<file path="config.mk">
export PLATFORM = sky130hd
export DESIGN_NAME = hilo_muldiv
export DESIGN_NICKNAME = d
export VERILOG_FILES = /design/src/rtl/hilo_muldiv_pkg.sv /design/src/rtl/hilo_muldiv_div.sv /design/src/rtl/hilo_muldiv.sv
export SDC_FILE = /design/constraint.sdc
export NUM_CORES = 2
export LEC_CHECK = 0
export BUFFER_PORTS_ARGS = -buffer_cell sky130_fd_sc_hd__buf_2
export CAP_MARGIN = 40
export CORE_AREA = 4 4 332 334
export DETAILED_ROUTE_END_ITERATION = 12
export DIE_AREA = 0 0 336 338
export PLACE_DENSITY = 0.66
export SLEW_MARGIN = 20
export SYNTH_ARGS = -nofsm -noshare
export SYNTH_HDL_FRONTEND = slang
export SYNTH_SLANG_ARGS = --single-unit
</file>
<file path="constraint.sdc">
create_clock -name clk -period 9.7 [get_ports clk]
set_input_delay 0 -clock clk [delete_from_list [all_inputs] [get_ports clk]]
set_output_delay 0 -clock clk [all_outputs]
set_load 0.05 [all_outputs]
</file>
<file path="src/rtl/hilo_muldiv_pkg.sv">
// Shared ALU-op encodings used by the EX-stage multiply/divide unit.
// The ALU decoder drives these values on alucontrol.
package hilo_muldiv_pkg;

  localparam logic [7:0] ALU_MTHI  = 8'b0001_0001;
  localparam logic [7:0] ALU_MTLO  = 8'b0001_0011;
  localparam logic [7:0] ALU_MULT  = 8'b0001_1000;
  localparam logic [7:0] ALU_MULTU = 8'b0001_1001;
  localparam logic [7:0] ALU_DIV   = 8'b0001_1010;
  localparam logic [7:0] ALU_DIVU  = 8'b0001_1011;

  function automatic logic is_long_op(input logic [7:0] op);
    return (op == ALU_MULT) || (op == ALU_MULTU) || (op == ALU_DIV) || (op == ALU_DIVU);
  endfunction

endpackage

</file>
<file path="src/rtl/hilo_muldiv_div.sv">
// Iterative radix-2 restoring unsigned divider, one quotient bit per clock.
// quotient/remainder show the result of the step taken this cycle; they are final while done is high.
module div_radix2 #(
  parameter int DATA_W = 32
) (
  input  logic              clk,
  input  logic              rst,
  input  logic              start,
  input  logic [DATA_W-1:0] dividend,
  input  logic [DATA_W-1:0] divisor,
  output logic              busy,
  output logic              done,
  output logic [DATA_W-1:0] quotient,
  output logic [DATA_W-1:0] remainder
);

  localparam int CW = $clog2(DATA_W + 1);

  logic [CW-1:0]     count;
  logic [DATA_W-1:0] q_p0, d_p0, r_p0;
  logic [DATA_W:0]   r_sh, diff;

  assign busy = (count != '0);
  assign done = (count == CW'(1));

  always_comb begin
    r_sh = {r_p0, q_p0[DATA_W-1]};
    diff = r_sh - {1'b0, d_p0};
    // A set top bit means the trial subtraction went negative: restore.
    if (!diff[DATA_W]) begin
      remainder = diff[DATA_W-1:0];
      quotient  = {q_p0[DATA_W-2:0], 1'b1};
    end else begin
      remainder = r_sh[DATA_W-1:0];
      quotient  = {q_p0[DATA_W-2:0], 1'b0};
    end
  end

  always_ff @(posedge clk) begin
    if (rst)        count <= '0;
    else if (start) count <= CW'(DATA_W);
    else if (busy)  count <= count - CW'(1);
  end

  // q_p0 starts as the dividend and is shifted out as quotient bits shift in.
  always_ff @(posedge clk) begin
    if (start) begin
      q_p0 <= dividend;
      d_p0 <= divisor;
      r_p0 <= '0;
    end else if (busy) begin
      q_p0 <= quotient;
      r_p0 <= remainder;
    end
  end

endmodule

</file>
<file path="src/rtl/hilo_muldiv.sv">
// EX-stage multiply/divide unit owning the architectural HI/LO pair.
// Stalls the pipeline while a MULT/DIV is in flight; MTHI/MTLO write with no stall.
module hilo_muldiv
  import hilo_muldiv_pkg::*;
#(
  parameter int DATA_W     = 32,
  parameter int MUL_CYCLES = 1
) (
  input  logic              clk,
  input  logic              rst,
  input  logic [7:0]        alucontrol_i,
  input  logic              valid_i,
  input  logic [DATA_W-1:0] a_i,
  input  logic [DATA_W-1:0] b_i,
  input  logic              flush_i,
  output logic              stall_o,
  output logic [DATA_W-1:0] hi_o,
  output logic [DATA_W-1:0] lo_o,
  output logic              done_o
);

  localparam int CNT_MAX = (DATA_W > MUL_CYCLES) ? DATA_W : MUL_CYCLES;
  localparam int CNT_W   = $clog2(CNT_MAX);

  localparam logic [1:0] S_IDLE = 2'd0;
  localparam logic [1:0] S_MUL  = 2'd1;
  localparam logic [1:0] S_DIV  = 2'd2;
  localparam logic [1:0] S_DONE = 2'd3;

  function automatic logic [DATA_W-1:0] neg_if(input logic [DATA_W-1:0] x, input logic neg);
    return neg ? -x : x;
  endfunction

  logic [1:0]       state;
  logic [CNT_W-1:0] cnt;

  logic accept, is_mul, is_div, is_sgn, a_neg, b_neg, b_zero;
  logic mul_start, div_start, div_rst;

  assign accept    = (state == S_IDLE) && valid_i && !flush_i;
  assign is_mul    = (alucontrol_i == ALU_MULT) || (alucontrol_i == ALU_MULTU);
  assign is_div    = (alucontrol_i == ALU_DIV)  || (alucontrol_i == ALU_DIVU);
  assign is_sgn    = (alucontrol_i == ALU_MULT) || (alucontrol_i == ALU_DIV);
  assign a_neg     = is_sgn && a_i[DATA_W-1];
  assign b_neg     = is_sgn && b_i[DATA_W-1];
  assign b_zero    = (b_i == '0);
  assign mul_start = accept && is_mul;
  assign div_start = accept && is_div && !b_zero;
  assign div_rst   = rst || flush_i;

  // Stage p0: operands captured at acceptance, held for the whole operation
  logic signed [DATA_W:0]     ma_p0, mb_p0;
  logic                       qneg_p0, rneg_p0;
  logic signed [2*DATA_W-1:0] mx_p0, my_p0, prod_p0;

  always_ff @(posedge clk) begin
    if (mul_start) begin
      ma_p0 <= {a_neg, a_i};
      mb_p0 <= {b_neg, b_i};
    end
    if (div_start) begin
      qneg_p0 <= a_neg ^ b_neg;
      rneg_p0 <= a_neg;
    end
  end

  // The extension bit already encodes signed vs unsigned, so one signed product serves both.
  assign mx_p0   = {{(DATA_W-1){ma_p0[DATA_W]}}, ma_p0};
  assign my_p0   = {{(DATA_W-1){mb_p0[DATA_W]}}, mb_p0};
  assign prod_p0 = mx_p0 * my_p0;

  logic [DATA_W-1:0] div_q, div_r;
  logic              div_busy, div_done;

  div_radix2 #(.DATA_W(DATA_W)) u_div (
    .clk       (clk),
    .rst       (div_rst),
    .start     (div_start),
    .dividend  (neg_if(a_i, a_neg)),
    .divisor   (neg_if(b_i, b_neg)),
    .busy      (div_busy),
    .done      (div_done),
    .quotient  (div_q),
    .remainder (div_r)
  );

  assign stall_o = !flush_i &&
                   ((accept && is_long_op(alucontrol_i)) || (state == S_MUL) || div_busy);

  always_ff @(posedge clk) begin
    if (rst) begin
      state  <= S_IDLE;
      cnt    <= '0;
      hi_o   <= '0;
      lo_o   <= '0;
      done_o <= 1'b0;
    end else if (flush_i) begin
      state  <= S_IDLE;
      cnt    <= '0;
      done_o <= 1'b0;
    end else begin
      done_o <= 1'b0;
      case (state)
        S_IDLE: begin
          if (valid_i) begin
            if (is_mul) begin
              cnt   <= CNT_W'(MUL_CYCLES - 1);
              state <= S_MUL;
            end else if (is_div && b_zero) begin
              hi_o   <= a_i;
              lo_o   <= '1;
              state  <= S_DONE;
              done_o <= 1'b1;
            end else if (is_div) begin
              cnt   <= CNT_W'(DATA_W - 1);
              state <= S_DIV;
            end else if (alucontrol_i == ALU_MTHI) begin
              hi_o <= a_i;
            end else if (alucontrol_i == ALU_MTLO) begin
              lo_o <= a_i;
            end
          end
        end
        S_MUL: begin
          if (cnt == '0) begin
            {hi_o, lo_o} <= prod_p0;
            state        <= S_DONE;
            done_o       <= 1'b1;
          end else begin
            cnt <= cnt - CNT_W'(1);
          end
        end
        S_DIV: begin
          // div_done coincides with cnt reaching zero.
          if (div_done) begin
            lo_o   <= neg_if(div_q, qneg_p0);
            hi_o   <= neg_if(div_r, rneg_p0);
            state  <= S_DONE;
            done_o <= 1'b1;
          end else begin
            cnt <= cnt - CNT_W'(1);
          end
        end
        default: state <= S_IDLE;
      endcase
    end
  end

endmodule

</file>
* Yosys cells after proc, flatten, opt, wreduce, memory -nomap -nowiden
Index checks and enable logic that the tools add are counted.
** Operators by class
- $add $sub $neg :: 7
- Multiply operators :: 1
- Eq/ne operators :: 22
- Mux-type cells :: 47
- Bitwise operators :: 2
- Reduce and logical (&&, ||, !) cells :: 32
** Operator list (count)
- $mux W32 :: 22
- $pmux W32 S3 :: 2
- $neg A32 Y32 :: 4
- $mul A33 B33 Y64 :: 1
- $eq A8 B5 Y1 const B :: 6
- $sub A33 B32 Y33 :: 1
- $logic_not A32 Y1 :: 1
- $mux W5 :: 6
- $pmux W5 S3 :: 1
- $mux W2 :: 6
- $mux W6 :: 2
- $logic_and A1 B1 Y1 :: 10
- $ne A2 B2 Y1 const B :: 5
- $ne A3 B3 Y1 const B :: 3
- $reduce_and A9 Y1 :: 1
- $logic_or A1 B1 Y1 :: 8
- $reduce_and A8 Y1 :: 1
- $eq A6 B1 Y1 const B :: 1
- $mux W1 :: 6
- $ne A3 B1 Y1 const B :: 2
- $pmux W2 S3 :: 1
- $reduce_and A6 Y1 :: 1
- $reduce_bool A6 Y1 :: 1
- $sub A6 B1 Y6 const B :: 1
- other kinds (16) :: 18
** Storage, ports and cells
- Register bits after elaboration :: 242
- Bits of input ports :: 76

* Depth between registers and ports, before layout
- Word-level depth :: 8
- Gate-level depth with buffers :: 31

* By module
Synthesis repeated with hierarchy kept, for this count alone.
** Second synthesis, totals
- Cell total of the unflattened synthesis :: 5822
- Area, all modules :: 53522.6 um2
** By module, submodules not included
- hilo_muldiv :: instances 1, cells each 5207, area each 47267.8 um2
- div_radix2 :: instances 1, cells each 615, area each 6254.7 um2

* Worst setup path after synthesis
Ideal clock, no wire load.
- Kind :: register -> register
- From :: register ma_p0[32]
- To :: register hi_o[30]
- Library setup time :: 95 ps
- Arrival time :: 7912 ps
- Path slack :: 1692 ps
- Stages on the path, launching flop included :: 28
- Buffers on the path :: 1
- Clock period less this slack :: 8008 ps
- Cells stage by stage :: edfxtp_1 > clkbuf_1 > nand2_1 > inv_1 > fa_1 > fa_1 > fa_1 > inv_1 > fa_1 > inv_1 > fa_1 > fa_1 > fa_1 > inv_1 > fa_1 > inv_1 > ha_1 > a21o_1 > a21o_1 > a21o_1 > a21o_1 > a21o_1 > o21ai_0 > o21ai_0 > o41ai_1 > o21ai_0 > o41a_1 > a221oi_1
** On the way
- Word-level cells in the longest chain between the ends :: 3
** Ends and longest elaborated chain
- from (decl) :: line hilo_muldiv.sv:52 : logic signed [DATA_W:0] ma_p0, mb_p0;
- from (signal assigned) :: line hilo_muldiv.sv:58 : ma_p0 <= {a_neg, a_i};
- $mul A33 B33 Y64 :: line hilo_muldiv.sv:70 : assign prod_p0 = mx_p0 * my_p0;
- $mux W32 :: line hilo_muldiv.sv:125 : if (cnt == '0) begin
- $pmux W32 S3 :: line hilo_muldiv.sv:103 : case (state)
- to (signal assigned) :: line hilo_muldiv.sv:110 : hi_o <= a_i;
- to (signal assigned) :: line hilo_muldiv.sv:126 : {hi_o, lo_o} <= prod_p0;
- to (signal assigned) :: line hilo_muldiv.sv:137 : hi_o <= neg_if(div_r, rneg_p0);
- to (decl) :: line hilo_muldiv.sv:17 : output logic [DATA_W-1:0] hi_o,
No other way between the ends. The select of a mux whose other input is x is not followed.
A chain may end at the register's enable or synchronous reset.

* Final worst setup path
- From :: register ma_p0[9]
- To :: register hi_o[25]
The elaborated chain is that of the path after synthesis.

==> metrics.yaml <==
timing:
  rsz0062_at_grt: "false"
  fin_skew_ns: 0.0312
  min_period_ns: 9.22
  final_hold_viol_count: 0
  setup_viol: 0
  fin_crit_sh_pct: 95.1
  slew_violations: 0
  max_freq_mhz: 108
  tightestPinTransition_ns: 0.860
  slew_headroom_pct: 42.1
  worst_slack_ns: 0.475
  tns_ns: 0
worst_setup_path:
  end_kind: "flop"
  rrSetupSlack_ns: 0.48
  worstReg2RegStart: "ma_p0[9]"
  rr_endpoint: "hi_o[25]"
  cp_max_fo: 18
  rr_worst_depth: 27
  worstPathRequired_ns: 10.14
  worstPathArrival_ns: 9.66
  critPathKind: "reg2reg"
  cp-start-kind: "flop"
clocking:
  clk_path_buf_depth: 3
  cts-buffers-inserted: 29
  htreeDepth: 1
  cts_root_buffer: "clkbuf_16"
  cts_tree: "yes"
  clkLatencyLatePin_ns: 0.61
  cts_sinks: 242
  path_clk_slew_ns: 0.07
  ctsResizeCount: 0
synth:
  synthArstFlopShare_pct: 0
  ys.flop_type: "edfxtp_1"
  ys_seq_area_share_pct: 11.6
  syn-cell-area_mm2: 0.0533
  ys_seq_elements: 242
  synth_nets: 7291
  synth_warnings: 0
  syn-instance-count: 5833
  synth-edff-count: 132
  synth_cell_types: 92
  post_synth.cell_area_avg_um2: 9.13
layout:
  nNetsFinal: 7350
  area_growth_pct: 7.96
  multiInputGateArea_mm2: 0.0415
  fillers: 9811
  finalInstanceArea_mm2: 0.0575
  layout_commonest_cell: "inv_1"
  final_cell_mix: "inv_1, fa_1, nand2_1, and2_1, ha_1"
  stdcell_count: 7326
  seq_area_mm2: 0.00617
  layout-drive-gt1-share_pct: 6.56
pwr:
  sw_frac_of_total_pct: 48.3
  clockPowerShare_pct: 17.0
  internal-power_mw: 3.67
  seq_power_share_pct: 21.5
  p_switching_mw: 3.43
  power_density_mw_per_mm2: 123
  pwr-share-comb_pct: 61.6
  leakagePower_nw: 27.3
  ir_worst_vdd_uv: 317
global_routing:
  grt_overflow: 0
  grt_first_pass_wirelength_um: 247000
  track_usage_pct: 28.0
  grt_start_max_net_pins: 61
  antenna_found_initial: 6
  grt_pass1_vias: 42700
place:
  dp_slack_ns: 0.519
  portBuffers: 141
  hpwlAfterDp_um: 130000
  dpl_cell_area_mm2: 0.0557
  place.gp.congestion: 0.955
  dp.cells: 7191
min_path:
  hold-path-cell-count: 3
  worstHoldStart: "rst"
  hold_path_class: "in2reg"
  min_to: "lo_o[26]"
die:
  num_rows: 120
  core_area_mm2: 0.107
  fp.dieW_um: 336
  io_pins: 142
  die_h_um: 338
  die_area_mm2: 0.114
  start_util_pct: 49.8
route:
  wl_per_cell_um: 21.2
  vias_per_cell: 5.57
  ant_nets: 0
  routed_wl_um: 155000
  num_vias: 40800
  drtIter0Drc: 3084
  dr.pass1.iters: 5
  drcViolationCount: 0
run:
  cap_violations: 0
outcome:
  status: "completed"
-- layout make-up --
| type | instances | area share, % |
|---|---|---|
| Clock buffer | 34 | 1.35 |
| Clock inverter | 20 | 0.418 |
| Timing Repair Buffer | 344 | 4.56 |
| Sequential cell | 242 | 10.7 |
| Multi-Input combinational cell | 4089 | 72.1 |
| Inverter | 1186 | 7.74 |
| Antenna cell | 8 | 0.0348 |
| Tap cell | 1403 | 3.05 |
-- stage by stage --
stage	total power [mW]	utilization, %	hold slack (ns)
final	7.10	53.8	0.0880
after global routing	7.58	53.8	0.0838
after CTS	7.05	53.7	0.0438
after detailed placement	5.80	52.1	0.228
after global placement	5.75	51.8	0.220
after floorplan	4.58	-	0.0989
-- flip-flops by register name, indices dropped and copies added (netlist names) --
| register | cells |
|---|---|
| u_div.d_p0 | 32 |
| u_div.r_p0 | 32 |
| mb_p0 | 33 |
| state | 2 |
| cnt | 5 |
| u_div.count | 6 |
| rneg_p0 | 1 |
| u_div.q_p0 | 32 |
| qneg_p0 | 1 |
| ma_p0 | 33 |
| done_o | 1 |
| lo_o | 32 |
| hi_o | 32 |
-- worst max-delay path by stage --
stage / slack (ns) / startpoint / endpoint / cells past startpoint
2_1_floorplan: 1.69 / ma_p0[32] / hi_o[30] / 27
3_3_place_gp: 0.51 / ma_p0[32] / hi_o[30] / 27
3_5_place_dp: 0.52 / ma_p0[32] / hi_o[30] / 27
4_1_cts: 0.45 / ma_p0[32] / hi_o[30] / 26
5_1_grt: 0.14 / mb_p0[6] / hi_o[30] / 27
6_report: 0.48 / ma_p0[9] / hi_o[25] / 27
-- cells in the mapped netlist, types with 27 or more instances --
cell,count,share of area (%)
nor3_1,77,0.72
clkbuf_1,292,2.1
nand2_1,672,4.7
nor4_1,27,0.32
o31ai_1,34,0.48
xor2_1,73,1.2
nor2b_1,42,0.49
o21ai_0,116,1.1
a31oi_1,30,0.35
a221oi_1,32,0.53
nand2b_1,31,0.36
and2_1,546,6.4
nand3_1,34,0.32
or3_1,37,0.43
ha_1,256,6.0
a21oi_1,176,1.7
fa_1,1126,42
xnor2_1,135,2.2
a211oi_1,56,0.79
nor2_1,221,1.6
dfxtp_1,110,4.1
a21o_1,53,0.75
inv_1,1185,8.3
edfxtp_1,132,7.4
-- layer usage --
metal  wire (um)  vias up  track usage, %  share of wire, %
li1            -    18100               -                 -
met1       65700    20800            39.7                42
met2       70400     1655            44.3                45
met3       13200      284            4.66               8.5
met4        5650        2            8.54               3.6
met5           9        -               0            0.0058
-- logic make-up after synthesis --
kind of cell             synth area share, %
AO/OA/AOI/OAI                           8.87
multiplexers                           0.514
flip-flops                              11.6
AND/OR/NAND/NOR                         16.7
buffers and inverters                   10.6
XOR/XNOR                                3.42
adder cells (fa/ha/maj)                 48.3
-- power groups by stage --
stage               Sequential, mW  Combinational [mW]  Clock [mW]
floorplan                     1.49                3.10           0
global placement              1.54                4.22           0
detailed placement            1.54                4.27           0
CTS                           1.52                4.32        1.22
global route                  1.55                4.78        1.26
finish                        1.53                4.37        1.20
-- critical path: stages (launching register included) --
cell and delay [ns]:
edfxtp_1 0.87, buf_4 0.35, nand2_1 0.10, fa_1 0.50, fa_1 0.55, inv_1 0.05
fa_1 0.50, inv_1 0.06, fa_1 0.55, inv_1 0.07, fa_1 0.56, fa_1 0.47
fa_1 0.49, inv_1 0.05, fa_1 0.52, inv_1 0.06, ha_1 0.38, a21oi_1 0.23
o21ai_0 0.12, a21oi_1 0.20, o21ai_0 0.13, o31ai_1 0.59, a31oi_1 0.36, a31o_2 0.35
a21o_1 0.17, a211o_1 0.32, a221oi_1 0.35, nor4_1 0.08
-- repair_timing --
item | CTS | global route
hold buffers | 68 | 0
hold endpoints to repair | 165 | 0
setup buffers | 0 | 1
setup endpoints to repair | 0 | 1
No activity file was read; power rests on OpenSTA's default activity.
